$ cat src/rtl/spi_target.sv
// SPI mode-0 target: oversamples the pad-side SCLK/CS_N/MOSI on clk and swaps bytes
// with the SoC over valid/ready. MISO drive and its active-low enable feed the pad mux.
module spi_target #(
  parameter int         SYNC_STAGES = 2,
  parameter logic [7:0] IDLE_BYTE   = 8'hFF
) (
  input  logic       clk,
  input  logic       reset_n,
  input  logic       i_sclk,
  input  logic       i_cs_n,
  input  logic       i_mosi,
  output logic       o_miso,
  output logic       o_miso_oen,
  output logic [7:0] rx_data,
  output logic       rx_valid,
  input  logic       rx_ready,
  input  logic [7:0] tx_data,
  input  logic       tx_valid,
  output logic       tx_ready,
  output logic       o_busy,
  output logic       o_frame_end,
  output logic       o_rx_overrun,
  output logic       o_tx_underrun,
  output logic       o_frame_err,
  input  logic       i_clr_status
);

  typedef enum logic [1:0] {DISARMED, IDLE, ACTIVE} state_t;

  // Pad bits packed as {sclk, cs_n, mosi}; reset to the bus idle levels.
  localparam logic [2:0] SYNC_RST = 3'b011;
  localparam int         PW       = $clog2(SYNC_STAGES + 1);

  logic [2:0] pad_raw;
  logic [2:0] pad_s;
  logic       sclk_s, cs_s, mosi_s;

  assign pad_raw = {i_sclk, i_cs_n, i_mosi};

  genvar gi;
  generate
    for (gi = 0; gi < 3; gi++) begin : g_sync
      logic [SYNC_STAGES-1:0] chain_reg;
      always_ff @(posedge clk or negedge reset_n) begin
        if (!reset_n) begin
          chain_reg <= {SYNC_STAGES{SYNC_RST[gi]}};
        end else begin
          chain_reg <= {chain_reg[SYNC_STAGES-2:0], pad_raw[gi]};
        end
      end
      assign pad_s[gi] = chain_reg[SYNC_STAGES-1];
    end
  endgenerate

  assign sclk_s = pad_s[2];
  assign cs_s   = pad_s[1];
  assign mosi_s = pad_s[0];

  logic sclk_d_reg, cs_d_reg;
  logic sclk_rise, sclk_fall, cs_fall, cs_rise;

  always_ff @(posedge clk or negedge reset_n) begin
    if (!reset_n) begin
      sclk_d_reg <= 1'b0;
      cs_d_reg   <= 1'b1;
    end else begin
      sclk_d_reg <= sclk_s;
      cs_d_reg   <= cs_s;
    end
  end

  assign sclk_rise = sclk_s & ~sclk_d_reg;
  assign sclk_fall = ~sclk_s & sclk_d_reg;
  assign cs_fall   = ~cs_s & cs_d_reg;
  assign cs_rise   = cs_s & ~cs_d_reg;

  // The synchronizer resets to cs_n=1, so DISARMED only trusts cs_s once the
  // chain has been refilled from the pad; a CS held low through reset then stays ignored.
  logic [PW-1:0] prime_cnt_reg;
  logic          primed;

  assign primed = (prime_cnt_reg == PW'(SYNC_STAGES));

  always_ff @(posedge clk or negedge reset_n) begin
    if (!reset_n) begin
      prime_cnt_reg <= '0;
    end else if (!primed) begin
      prime_cnt_reg <= prime_cnt_reg + 1'b1;
    end
  end

  state_t state_reg, state_next;

  always_ff @(posedge clk or negedge reset_n) begin
    if (!reset_n) begin
      state_reg <= DISARMED;
    end else begin
      state_reg <= state_next;
    end
  end

  always_comb begin
    state_next = state_reg;
    case (state_reg)
      DISARMED: if (primed && cs_s) state_next = IDLE;
      IDLE:     if (cs_fall)        state_next = ACTIVE;
      ACTIVE:   if (cs_rise)        state_next = IDLE;
      default:                      state_next = DISARMED;
    endcase
  end

  always_comb begin
    o_busy = (state_reg == ACTIVE);
  end

  logic [2:0] bit_cnt_reg;
  logic [7:0] tx_shift_reg, rx_shift_reg, rx_data_reg;
  logic       rx_valid_reg, miso_oen_reg, frame_end_reg;
  logic       rx_overrun_reg, tx_underrun_reg, frame_err_reg;

  logic       frame_start, frame_stop, bit_rise, bit_fall;
  logic       tx_load, byte_done, rx_take, rx_accept;
  logic       overrun_set, underrun_set, frame_err_set;
  logic [7:0] tx_byte, rx_byte;

  // cs_rise wins over a coincident SCLK edge, so both bit strobes are masked by it.
  assign frame_start   = (state_reg == IDLE) && cs_fall;
  assign frame_stop    = (state_reg == ACTIVE) && cs_rise;
  assign bit_rise      = (state_reg == ACTIVE) && !cs_rise && sclk_rise;
  assign bit_fall      = (state_reg == ACTIVE) && !cs_rise && sclk_fall;
  assign tx_load       = frame_start || (bit_fall && (bit_cnt_reg == 3'd0));
  assign tx_byte       = tx_valid ? tx_data : IDLE_BYTE;
  assign rx_byte       = {rx_shift_reg[6:0], mosi_s};
  assign byte_done     = bit_rise && (bit_cnt_reg == 3'd7);
  assign rx_take       = byte_done && (!rx_valid_reg || rx_ready);
  assign rx_accept     = rx_valid_reg && rx_ready;
  assign overrun_set   = byte_done && rx_valid_reg && !rx_ready;
  assign underrun_set  = tx_load && !tx_valid;
  assign frame_err_set = frame_stop && (bit_cnt_reg != 3'd0);

  always_ff @(posedge clk or negedge reset_n) begin
    if (!reset_n) begin
      bit_cnt_reg     <= 3'd0;
      tx_shift_reg    <= 8'hFF;
      rx_shift_reg    <= 8'h00;
      rx_data_reg     <= 8'h00;
      rx_valid_reg    <= 1'b0;
      miso_oen_reg    <= 1'b1;
      frame_end_reg   <= 1'b0;
      rx_overrun_reg  <= 1'b0;
      tx_underrun_reg <= 1'b0;
      frame_err_reg   <= 1'b0;
    end else begin
      frame_end_reg <= frame_stop;

      if (frame_start || frame_stop) begin
        bit_cnt_reg <= 3'd0;
      end else if (bit_rise) begin
        bit_cnt_reg <= bit_cnt_reg + 3'd1;
      end

      if (bit_rise) begin
        rx_shift_reg <= rx_byte;
      end

      if (tx_load) begin
        tx_shift_reg <= tx_byte;
      end else if (bit_fall) begin
        tx_shift_reg <= {tx_shift_reg[6:0], 1'b1};
      end

      if (rx_take) begin
        rx_data_reg  <= rx_byte;
        rx_valid_reg <= 1'b1;
      end else if (rx_accept) begin
        rx_valid_reg <= 1'b0;
      end

      if (frame_start) begin
        miso_oen_reg <= 1'b0;
      end else if (frame_stop) begin
        miso_oen_reg <= 1'b1;
      end

      rx_overrun_reg  <= overrun_set   | (rx_overrun_reg  & ~i_clr_status);
      tx_underrun_reg <= underrun_set  | (tx_underrun_reg & ~i_clr_status);
      frame_err_reg   <= frame_err_set | (frame_err_reg   & ~i_clr_status);
    end
  end

  assign tx_ready      = tx_load && tx_valid;
  assign o_miso        = tx_shift_reg[7];
  assign o_miso_oen    = miso_oen_reg;
  assign rx_data       = rx_data_reg;
  assign rx_valid      = rx_valid_reg;
  assign o_frame_end   = frame_end_reg;
  assign o_rx_overrun  = rx_overrun_reg;
  assign o_tx_underrun = tx_underrun_reg;
  assign o_frame_err   = frame_err_reg;

endmodule

$ cat config.mk
export PLATFORM = sky130hd
export DESIGN_NAME = spi_target
export DESIGN_NICKNAME = d
export VERILOG_FILES = /design/src/rtl/spi_target.sv
export SDC_FILE = /design/constraint.sdc
export NUM_CORES = 1
export LEC_CHECK = 0
export CORE_MARGIN = 3
export CORE_UTILIZATION = 51
export DETAILED_ROUTE_END_ITERATION = 6
export MAX_ROUTING_LAYER = met4
export PLACE_DENSITY = 0.89
export SLEW_MARGIN = 20
export SYNTH_ARGS = -nofsm -noshare
export SYNTH_HDL_FRONTEND = slang
export SYNTH_SLANG_ARGS = --single-unit
$ cat constraint.sdc
create_clock -name clk -period 1.9 [get_ports clk]
set_clock_uncertainty 0.1 [all_clocks]
set_input_delay 0.19 -clock clk [delete_from_list [all_inputs] [get_ports clk]]
set_output_delay 0.19 -clock clk [all_outputs]
set_load 0.01 [all_outputs]
Yosys cells after proc, flatten, opt, wreduce, memory -nomap -nowiden
Cells that the tools add are included.
{ "totals": {"reg_bits": 44, "latchBits": 0, "ramBits": 0, "rom_bits": 0, "inputBits": 16, "output_inout_bits": 17, "wordCells": 84, "memories": 0} }
{ "classes": {"n_addsub": 2, "multipliers": 0, "div_mod_pow": 0, "order_cmp": 0, "eq_ne": 7, "n_shift": 0, "mux": 13, "bitwise": 15, "n_reduce_logical": 30} }
{ "ops": {"columns": ["operator", "count"], "rows": [
  ["$mux 8", 3],
  ["$logic_and 1x1->1", 15],
  ["$reduce_bool 2->1", 4],
  ["$and 1x1->1", 7],
  ["$mux 2", 3],
  ["$mux 3", 2],
  ["$pmux 2 s3", 1],
  ["$not 1->1", 5],
  ["$eq 2x2->1 const B", 2],
  ["$logic_not 1->1", 4],
  ["$mux 1", 4],
  ["$ne 2x2->1 const B", 2],
  ["$add 3x1->3 const B", 1],
  ["$eq 3x3->1 const B", 1],
  ["$logic_not 3->1", 1],
  ["$logic_or 1x1->1", 3],
  ["$or 1x1->1", 3],
  ["$reduce_and 3->1", 1],
  ["$reduce_bool 3->1", 1],
  ["$add 2x1->2 const B", 1],
  ["$eq 2x1->1 const B", 1],
  ["$logic_not 2->1", 1],
  ["$ne 2x1->1 const B", 1]
]} }

Depth between registers and ports, before layout
Gate-level depths: netlist (run 1).
{ "logic_depth": {"depth_word": 9, "ltp_mapped": 7, "mapped_depth_nobuf": 6} }

Least setup slack after synthesis (run 1)
Ideal clock, no wire load.
{ "synth_timing": {"path_kind": "register -> register", "startpoint": "reg cs_d_reg", "endpoint": "reg rx_data_reg[0] (netlist: rx_data[0])", "setup_ns": 0.127, "arrival_time_ns": 1.411, "t_required_ns": 1.673, "path_slack_ns": 0.261, "path_stages_with_launch": 6, "path_buffers": 1, "period_less_slack_ns": 1.639, "cell_sequence": "dfstp_2 -> nor2b_4 -> nor3_4 -> and3b_1 -> buf_4 -> mux2_1"} }
{ "synth_between": {"elab_chain_cells": 7} }
{ "synth_rtl": {"columns": ["item", "line_no", "text"], "rows": [
  ["start, declared", "59", "logic sclk_d_reg, cs_d_reg;"],
  ["start signal, assigned", "68", "cs_d_reg <= cs_s;"],
  ["$not 1->1", "75", "assign cs_rise = cs_s & ~cs_d_reg;"],
  ["$and 1x1->1", "75", null],
  ["$logic_not 1->1", "129", "assign bit_rise = (state_reg == ACTIVE) && !cs_rise && sclk_rise;"],
  ["$logic_and 1x1->1 (2 in a row)", "129", null],
  ["$logic_and 1x1->1", "134", "assign byte_done = bit_rise && (bit_cnt_reg == 3'd7);"],
  ["$logic_and 1x1->1", "135", "assign rx_take = byte_done && (!rx_valid_reg || rx_ready);"],
  ["end signal, assigned", "173", "rx_data_reg <= rx_byte;"],
  ["end, declared", "117", "logic [7:0] tx_shift_reg, rx_shift_reg, rx_data_reg;"]
]} }
No other way between the ends.
A chain may end at the register's enable or synchronous reset.

Worst setup path after layout (run 1)
{ "layout_timing": {"startpoint": "reg bit_cnt_reg[1]", "endpoint": "out tx_ready"} }
{ "layout_between": {"elab_chain_cells": 4} }
{ "layout_rtl": {"columns": ["item", "line_no", "text"], "rows": [
  ["start, declared", "116", "logic [2:0] bit_cnt_reg;"],
  ["start signal, assigned", "159", "bit_cnt_reg <= bit_cnt_reg + 3'd1;"],
  ["$logic_not 3->1", "131", "assign tx_load = frame_start || (bit_fall && (bit_cnt_reg == 3'd0));"],
  ["$logic_and 1x1->1", "131", null],
  ["$logic_or 1x1->1", "131", null],
  ["$logic_and 1x1->1", "191", "assign tx_ready = tx_load && tx_valid;"],
  ["end, declared", "19", "output logic tx_ready,"]
]} }
No other way between the ends.

==> results of run 1 <==
cell families (layout without fill, tap and decap cells):
| logic type | after synthesis | in the layout |
|---|---|---|
| AND/OR/NAND/NOR | 31 | 31 |
| XOR/XNOR | 1 | 1 |
| adder cells (fa/ha/maj) | 4 | 4 |
| buffers and inverters | 21 | 73 |
| flip-flops | 44 | 44 |
| multiplexers | 16 | 16 |
| AO/OA/AOI/OAI | 21 | 21 |
report_power, final:
part / leakage [nW] / internal, mW / switching [mW]
logic: 0.573 / 0.198 / 0.157
registers: 0.549 / 1.08 / 0.0684
clock network: 0.0515 / 0.332 / 0.308
total: 1.17 / 1.61 / 0.533
routing by layer:
layer	vias up	share of wire	track usage
li1	575	-	-
met1	621	0.40	0.213
met2	35	0.52	0.337
met3	7	0.052	0.0607
met4	0	0.022	0.0964
met5	-	0	-
layout make-up:
class	instances	area (sq um)	share of cell area
Sequential cell	44	1120	0.445
Clock buffer	8	100	0.0398
Timing Repair Buffer	50	450	0.179
Tap cell	46	57.6	0.0229
Multi-Input combinational cell	73	732	0.291
Inverter	15	56.3	0.0224
final timing paths:
| kind | from | endpoint | slack [ps] | cells past startpoint |
|---|---|---|---|---|
| setup / recovery | bit_cnt_reg[1]$_DFFE_PN0P_ | tx_ready | -10 | 6 |
| hold / removal | i_cs_n | g_sync[1].chain_reg[0]$_DFF_PN1_ | 190 | 1 |
| hold reg to reg | g_sync[2].chain_reg[0]$_DFF_PN0_ | g_sync[2].chain_reg[1]$_DFF_PN0_ | 250 | 0 |
| setup reg to reg | g_sync[1].chain_reg[1]$_DFF_PN1_ | tx_shift_reg[5]$_DFFE_PN1P_ | 90 | 6 |
| max in group asynchronous | reset_n | g_sync[0].chain_reg[1]$_DFF_PN1_ | 920 | 3 |
| min in group asynchronous | reset_n | o_frame_end$_DFF_PN0_ | 380 | 3 |
worst register-to-register path, cell delays in order, from the launching register on:
cell      delay [ps]
dfstp_2          550
and4bb_4         240
a31oi_2          180
nor2b_1           80
buf_4            130
buf_4            170
a221oi_2         280
timing repair:
item / in CTS / in global routing
hold buffers: 1 / 0
gates cloned: 0 / 0
hold endpoints to repair: 30 / 0
endpoints found under the setup margin: 9 / 18
pin swaps: 1 / 4
resized for setup: 7 / 15
buffers inserted: 1 / 6
per-stage QoR:
step	hold slack [ps]	TNS, ps	instances	setup slack, ps	util
2_1_floorplan	-206	0	138	261	-
6_report	191	-13.8	236	-13.8	0.731
3_5_place_dp	193	-276	221	-276	0.668
3_3_place_gp	178	-64.9	221	-64.9	0.668
4_1_cts	184	-65.9	231	-65.9	0.706
5_1_grt	184	-113	236	-113	0.731
cell usage after synthesis:
library cell / count
a32o_1: 1
a221oi_2: 7
nor2b_1: 3
a21oi_1: 1
a31oi_2: 1
nor3_4: 1
mux2_2: 5
a21o_1: 2
o2bb2ai_1: 2
and4bb_4: 1
a22o_1: 2
nor2_1: 9
dfrtp_1: 30
mux2_1: 11
nand2b_1: 3
nor3_1: 5
inv_2: 1
buf_6: 1
clkbuf_1: 1
and3b_1: 1
nand4b_2: 1
clkbuf_2: 1
dfstp_2: 14
inv_1: 14
buf_4: 2
nor2b_4: 1
xnor2_1: 1
a22oi_1: 2
o21ai_0: 3
buf_2: 1
ha_1: 4
nor3_2: 2
nand2b_4: 1
nand2_1: 2
nor4bb_1: 1
==> metrics.cfg, run 1 <==
[run_status]
status = complete, but fails checks
violations = setup timing

[hold_path]
hold_class = in -> reg

[floorplan]
initial_core_util = 0.547
dieArea_sq_um = 4460
die_w_um = 66.8
num_rows = 21
die_h_um = 66.8
io-pin-count = 33
core_sq_um = 3440

[timing]
rsz0062_at_grt = true
setup_slack_ps = -13.8
fin_crit_ps = 1910
fmax_mhz = 523
tightest_slew_ps = 541
finalSetupViolCount = 1
slew_headroom = 0.640
hold_viol_final = 0
maxSlewViolCount = 0
timing.final.crit_share = 1.01

[logic_synthesis]
yosysUniqueCellTypes = 35
synthXorXnorAreaFrac = 0.00465
avgSynthCellArea_sq_um = 13.7
netlist.area_leader.share = 0.398
yosysTopAreaCell = dfrtp_1
ys_seq_area_frac = 0.594
synth_mux_area_frac = 0.0956
syn-num-nets = 158
synth-simple-area-share = 0.116
synth_compound_area_frac = 0.113
ys_warn_count = 0
synthesis.area_sq_um = 1880
ys_ff_latch = 44
synthCells = 138
yosys-top-cells-area = dfrtp_1 40%, dfstp_2 20%, mux2_1 6.6%, a221oi_2 5.6%, mux2_2 3.0%
synthAdderAreaFrac = 0.0266
synth_top_family_by_area = simple AND/OR/NAND/NOR gates

[finish]
fill_cells = 234
final_cell_mix = 30 x dfrtp_1, 29 x clkdlybuf4s50_1, 17 x buf_4
area_growth_syn_to_layout_pct = 33.5
design_area_sq_um = 2510
nNetsFinal = 209
antennaDiodeCount = 0
final_common_cell = dfrtp_1
drive_above_1_share = 0.395

[clocking]
cts.path.max_buffers = 2
htreeDepth = 2
clockRootBuffer = clkbuf_8
clk-insertion-delay-late_ps = 300
cts_sinks = 44
cts_tree = done
cts_inserted_buffers = 5
path_clk_slew_ps = 80

[power]
power_density_nw_per_um2 = 851
leakagePower_nw = 1.17
ir_worst_vdd_mv = 0.538
finalPower_mw = 2.14

[worst_setup_path]
cp_top_family = simple AND/OR/NAND/NOR gates
cp_cell_sequence = inv_2 -> ha_4 -> nor4bb_4 -> a31oi_2 -> nor2b_1 -> buf_2
cp_data_required_time_ps = 1610
worst-path-buf-inv = 2
crit_type = reg -> out
worstPathArrival_ps = 1620
startpoint_type = flop
cpMaxStageDelayCell = dfrtp_1
crit_path_max_fanout = 2
crit_path_end_kind = output pin
max_stage_delay_ps = 400

[placed_design]
dpl_cell_area_sq_um = 2300
gp_congestion = 0.811
hpwl_um = 2530
portBuffers = 32

[global_route]
grt_pass1_vias = 1404
grt_usage = 0.200
overflow = 0
antenna_found_initial = 0
grt_pass1_wl_um = 6270
grt_start_max_net_pins = 45

[routing]
first_pass_iters = 4
antenna_left = 0
drt-total-wl_um = 3900
drc_errors = 0
wl_per_cell_um = 16.5
vias_per_cell = 5.25
drtIter0Drc = 39
vias = 1238

[job]
maxCapViolCount = 0

Note: power is estimated with default switching activity, not from simulation.
==> run 2: changes to the inputs <==
Settings changed: HOLD_SLACK_MARGIN from default to 0.1, SLEW_MARGIN 20 to 10.
==> results of run 2 <==
Final layout, timing and power as in run 1 (identical DEF).
